--- config.mk ---
export PLATFORM = sky130hd
export DESIGN_NAME = up_down_count_monitor
export DESIGN_NICKNAME = d
export VERILOG_FILES = /design/src/rtl/up_down_count_pkg.sv /design/src/rtl/up_down_count_monitor_sat_counter.sv /design/src/rtl/up_down_count_monitor.sv
export SDC_FILE = /design/constraint.sdc
export NUM_CORES = 1
export LEC_CHECK = 0
export CORE_ASPECT_RATIO = 0.7
export CORE_MARGIN = 10
export CORE_UTILIZATION = 40
export CTS_BUF_LIST = sky130_fd_sc_hd__clkbuf_8
export CTS_CLUSTER_DIAMETER = 200
export CTS_CLUSTER_SIZE = 24
export DETAILED_ROUTE_END_ITERATION = 7
export REMOVE_ABC_BUFFERS = 1
export SLEW_MARGIN = 20
export SYNTH_ARGS = -nofsm -noshare
export SYNTH_HDL_FRONTEND = slang
export SYNTH_HIERARCHICAL = 1
export SYNTH_SLANG_ARGS = --single-unit
--- constraint.sdc ---
create_clock -name clk -period 2.8 [get_ports clk]
set_clock_uncertainty 0.1 [all_clocks]
set_input_delay 0.56 -clock clk [delete_from_list [all_inputs] [get_ports clk]]
set_output_delay 0.56 -clock clk [all_outputs]
set_load 0.02 [all_outputs]
--- src/rtl/up_down_count_pkg.sv ---
// Shared types and the step-legality check for the up/down counter monitor.
package up_down_count_pkg;

  typedef enum logic [1:0] {
    IDLE    = 2'd0,
    ACQUIRE = 2'd1,
    TRACK   = 2'd2
  } mon_state_t;

  localparam int unsigned MAX_W = 32;

  // Values are passed zero-extended to MAX_W; width selects how many low bits take part.
  function automatic logic step_ok(input logic [MAX_W-1:0] prev,
                                   input logic [MAX_W-1:0] cur,
                                   input logic             up,
                                   input int unsigned      width);
    logic [MAX_W-1:0] mask;
    logic [MAX_W-1:0] nxt;
    mask = {MAX_W{1'b1}} >> (MAX_W - width);
    nxt  = up ? (prev + 32'd1) : (prev - 32'd1);
    return ((nxt ^ cur) & mask) == '0;
  endfunction

endpackage

--- src/rtl/up_down_count_monitor_sat_counter.sv ---
// Saturating event counter: holds at all-ones, synchronous clear has priority.
module sat_counter #(
  parameter int W = 8
) (
  input  logic         clk,
  input  logic         en,
  input  logic         clr,
  output logic [W-1:0] cnt
);

  always_ff @(posedge clk) begin
    if (clr) begin
      cnt <= '0;
    end else if (en && (cnt != '1)) begin
      cnt <= cnt + W'(1);
    end
  end

endmodule

--- src/rtl/up_down_count_monitor.sv ---
// Observes an up/down counter and its direction control; tracks lock on +/-1 steps,
// flags wraps and illegal steps, and predicts the next counter value.
module up_down_count_monitor
  import up_down_count_pkg::*;
#(
  parameter int WIDTH       = 4,
  parameter int SYNC_CYCLES = 2,
  parameter int ERR_CNT_W   = 8
) (
  input  logic                 clk,
  input  logic                 reset,
  input  logic                 up_down,
  input  logic [WIDTH-1:0]     counter,
  output logic                 locked,
  output logic                 dir_obs,
  output logic                 wrap,
  output logic                 step_err,
  output logic [WIDTH-1:0]     expected,
  output logic [ERR_CNT_W-1:0] err_count
);

  localparam int MW = $clog2(SYNC_CYCLES + 1);

  mon_state_t       state;
  mon_state_t       state_nx;
  logic [WIDTH-1:0] prev;
  logic             up_down_q;
  logic [MW-1:0]    match_cnt;
  logic [MW-1:0]    match_nx;
  logic             legal;
  logic             at_edge;
  logic             sync_done;
  logic             locked_nx;
  logic             dir_nx;
  logic             wrap_nx;
  logic             err_nx;

  // The step is judged against the direction registered alongside prev, so a
  // direction change only applies from the sample after it was captured.
  assign legal     = step_ok(32'(prev), 32'(counter), up_down_q, WIDTH);
  assign at_edge   = up_down_q ? (prev == '1) : (prev == '0);
  assign sync_done = (int'(match_cnt) + 1) >= SYNC_CYCLES;

  always_ff @(posedge clk) begin
    if (!reset) begin
      state <= IDLE;
    end else begin
      state <= state_nx;
    end
  end

  always_comb begin
    state_nx = state;
    unique case (state)
      IDLE:    state_nx = ACQUIRE;
      ACQUIRE: if (legal && sync_done) state_nx = TRACK;
      TRACK:   if (!legal) state_nx = ACQUIRE;
      default: state_nx = IDLE;
    endcase
  end

  always_comb begin
    match_nx  = match_cnt;
    locked_nx = locked;
    dir_nx    = dir_obs;
    wrap_nx   = 1'b0;
    err_nx    = 1'b0;
    unique case (state)
      ACQUIRE: begin
        if (!legal) begin
          match_nx = '0;
        end else if (sync_done) begin
          match_nx  = '0;
          locked_nx = 1'b1;
        end else begin
          match_nx = match_cnt + MW'(1);
        end
      end
      TRACK: begin
        if (!legal) begin
          err_nx    = 1'b1;
          locked_nx = 1'b0;
          match_nx  = '0;
        end
      end
      default: ;
    endcase
    // Wrap and step_err are exclusive: wrap needs a legal step, step_err an illegal one.
    if ((state != IDLE) && legal) begin
      dir_nx  = up_down_q;
      wrap_nx = at_edge;
    end
  end

  always_ff @(posedge clk) begin
    if (!reset) begin
      prev      <= '0;
      up_down_q <= 1'b0;
      match_cnt <= '0;
      locked    <= 1'b0;
      dir_obs   <= 1'b0;
      wrap      <= 1'b0;
      step_err  <= 1'b0;
      expected  <= '0;
    end else begin
      prev      <= counter;
      up_down_q <= up_down;
      match_cnt <= match_nx;
      locked    <= locked_nx;
      dir_obs   <= dir_nx;
      wrap      <= wrap_nx;
      step_err  <= err_nx;
      expected  <= up_down ? (counter + WIDTH'(1)) : (counter - WIDTH'(1));
    end
  end

  sat_counter #(
    .W(ERR_CNT_W)
  ) u_err_cnt (
    .clk(clk),
    .en (err_nx),
    .clr(!reset),
    .cnt(err_count)
  );

endmodule

==> impl_metrics.csv <==
group,metric,value,unit
place,portBuffers,22,
synthesis,synth-edff-count,0,
synthesis,ys_seq_elements,25,
place,place.gp.congestion,0.817,
cts,clock_slew_at_the_register_clock_pins_of_the_worst_setup_and_hold_paths,0.09,ns
setup_path,critical_path.max_stage_delay,0.44,ns
synthesis,postSynth.asyncResetShare,0,%
floorplanning,die_area,5900,sq um
timing,finalMaxSlewViolations,0,
global_routing,global_route.usage.total,9.60,%
setup_path,startpoint_type,"register",
setup_path,worstPathArrival,2.54,ns
global_routing,grt_max_degree,18,
floorplanning,dieHeight,67.3,um
setup_path,worstPathRequired,2.91,ns
detailed_routing,wl_per_cell,13.4,um
power_and_ir_drop,power.ir.vdd_worst,0.000254,V
detailed_routing,ant_nets,0,
min_path,timing.hold.worst.class,"reg -> reg",
timing,finalSetupTns,0,ns
synthesis,ys_types,43,
place,dp_hpwl,2080,um
final_layout,num-fill-cells,291,
power_and_ir_drop,p_per_area,447,nW/um^2
floorplanning,design.core.area,3110,sq um
floorplanning,rows,17,
timing,rsz0062_at_grt,"no",
setup_path,path_delay_family,"compound AO/OA/AOI/OAI gates",
setup_path,rr_worst_depth,9,
timing,clock.fmax,411,MHz
timing,rel_slew_slack,77.1,%
detailed_routing,route.detailed.drc,0,
detailed_routing,route.vias.total,1038,
cts,cts_sinks,25,
power_and_ir_drop,static-leakage-power,0.629,nW
timing,setup_viol,0,
setup_path,r2r_setup_slack,0.36,ns
synthesis,synthesis.instances,135,
cts,cts_root_cell,"sky130_fd_sc_hd__clkbuf_8",
floorplanning,die_w,87.6,um
timing,tightest_slew,0.343,ns
final_layout,mostFrequentLayoutCell,"sky130_fd_sc_hd__dfxtp_1",
setup_path,cp_num_buf_inv,1,
synthesis,synth-main-ff-cell,"sky130_fd_sc_hd__dfxtp_1",
setup_path,worst_setup_path_end_kind,"register",
floorplanning,pin_count,23,
setup_path,critical_path.max_fanout,7,
setup_path,path_class,"reg -> reg",
run_status,status,"completed",
final_layout,nNetsFinal,179,
setup_path,crit-reg2reg-launch,"up_down_q$_SDFF_PN0_",
setup_path,critical_path_cell_count,9,
setup_path,worstSetupEndpoint,"u_err_cnt/cnt[3]$_SDFFE_PP0P_",
synthesis,post_synth_instance_area,1280,sq um
run,drv_cap,0,
detailed_routing,via_density_per_instance,5.16,
detailed_routing,detailedRoute.firstIterationViolations,51,
detailed_routing,drt-total-wl,2700,um
final_layout,finish.utilization,52.1,%
global_routing,number_of_global_route_vias_before_repair,995,
final_layout,flow.area_growth_from_synthesis,26.3,%
final_layout,final_layout_size_suffix_gt1_share,11.7,%
synthesis,syn_avg_cell_area,9.48,sq um
global_routing,total_congestion_overflow_after_global_routing,0,
setup_path,timing.critical_path.from,"up_down_q$_SDFF_PN0_",
timing,finalHoldViolCount,0,
synthesis,synth-warning-count,6,
floorplanning,effective_utilization_at_floorplan,41.2,%
setup_path,cp_cell_sequence,"inv_1, ha_1, a21o_1, a21oi_1, xnor2_2, a21boi_4, nand4_1, or3_2, o21ai_1",
global_routing,grt_pass1_wl,4660,um
cts,clk-insertion-delay-late,0.27,ns
timing,finalCriticalPeriod,2.44,ns
cts,cts_tree,"done",
cts,cts_inserted_buffers,3,
cts,clock_path_buffers,2,
timing,timing.final.crit_share,87.0,%
global_routing,grt_antenna_before_repair,0,
setup_path,worst_path_max_delay_cell,"sky130_fd_sc_hd__or3_2",
detailed_routing,drt_first_pass_iters,4,
cts,htree_levels,1,
setup_path,regToRegEndpoint,"u_err_cnt/cnt[3]$_SDFFE_PP0P_",
final_layout,most_frequent_cells_in_the_layout,"25 x sky130_fd_sc_hd__dfxtp_1, 22 x sky130_fd_sc_hd__clkdlybuf4s50_1, 12 x sky130_fd_sc_hd__nor2_1",
synthesis,synth.yosys.seq_area_share,39.1,%
final_layout,num_antenna_cells,0,
-- worst register-to-register path, stage by stage (launching register included) --
cell and delay (ns):
sky130_fd_sc_hd__dfxtp_1 0.40, sky130_fd_sc_hd__inv_1 0.11, sky130_fd_sc_hd__ha_1 0.29, sky130_fd_sc_hd__a21o_1 0.18, sky130_fd_sc_hd__a21oi_1 0.23, sky130_fd_sc_hd__xnor2_2 0.14
sky130_fd_sc_hd__a21boi_4 0.23, sky130_fd_sc_hd__nand4_1 0.19, sky130_fd_sc_hd__or3_2 0.44, sky130_fd_sc_hd__o21ai_1 0.07
-- flip-flops by register name (all words and copies together), names as in the netlist --
register / cells
u_err_cnt/cnt: 8
expected: 4
up_down_q: 1
state: 2
match_cnt: 2
prev: 4
dir_obs: 1
wrap: 1
locked: 1
step_err: 1
-- stage by stage --
stage	cell area, sq um	setup WS [ns]	hold slack (ns)	total power [W]	cells
2_1_floorplan	1260	0.452	0.351	0.000469	133
3_5_place_dp	1560	0.119	0.358	0.000518	197
5_1_grt	1620	0.0720	0.407	0.000759	201
4_1_cts	1610	0.318	0.370	0.000733	201
6_report	1620	0.364	0.369	0.000723	201
3_3_place_gp	1560	0.200	0.349	0.000517	197
-- timing repair --
action,4_1_cts,5_1_grt
gates resized for setup,0,1
endpoints found under the setup margin,0,1
hold buffers,0,0
buffers inserted,0,0
-- logic make-up after synthesis --
group	share of synthesized area, %
flops	39.1
simple gates	21.7
xor+xnor	7.43
fa+ha+maj	8.99
compound gates	16.5
mux	2.74
buf+inv	3.52
-- layer usage --
layer,GRT usage (%),up-vias,routed length (um)
met2,14.5,22,1160
met1,12.7,476,1350
li1,-,538,-
met3,3.49,2,176
met4,2.38,0,16
met5,0,-,0
-- worst min path at each step --
| stage | startpoint | to | slack (ns) | cells after the start |
|---|---|---|---|---|
| 6_report | dir_obs$_SDFFE_PN0P_ | dir_obs$_SDFFE_PN0P_ | 0.37 | 2 |
| 2_1_floorplan | match_cnt[1]$_SDFFE_PN0P_ | match_cnt[1]$_SDFFE_PN0P_ | 0.35 | 2 |
| 3_5_place_dp | dir_obs$_SDFFE_PN0P_ | dir_obs$_SDFFE_PN0P_ | 0.36 | 2 |
| 3_3_place_gp | dir_obs$_SDFFE_PN0P_ | dir_obs$_SDFFE_PN0P_ | 0.35 | 2 |
| 5_1_grt | dir_obs$_SDFFE_PN0P_ | dir_obs$_SDFFE_PN0P_ | 0.41 | 2 |
| 4_1_cts | dir_obs$_SDFFE_PN0P_ | dir_obs$_SDFFE_PN0P_ | 0.37 | 2 |
-- cell type report --
cell class,count,area (sq um),area share (%)
sequential,25,500,31.0
tap,38,47.5,2.94
multi-input combinational,100,742,45.9
timing repair buffer,26,250,15.5
clock inverter,1,5.00,0.310
clock buffer,3,41.3,2.55
inverter,8,30.0,1.86
-- where the power goes --
part	internal (W)	switching [W]	total [W]
Combinational	0.0000634	0.0000716	0.000135
Clock	0.0000995	0.000112	0.000212
Sequential	0.000368	0.00000862	0.000376
-- synthesized netlist by cell type (all sizes together), types with 2 or more instances --
library cell,count,area (sq um)
a211oi,2,15.0
a21boi,3,37.5
a21o,2,15.0
a21oi,10,50.1
a311oi,2,17.5
a31oi,3,18.8
and2,6,37.5
and3,2,18.8
and4,2,17.5
dfxtp,25,500
fa,2,40.0
ha,6,75.1
inv,8,30.0
mux2i,2,20.0
nand2,9,33.8
nand3,2,10.0
nand4,2,12.5
nor2,12,45.0
nor3,7,46.3
nor4,2,18.8
o21ai,3,15.0
o21bai,2,15.0
xnor2,8,77.6
xor2,2,17.5
(Power assumes the default switching activity.)
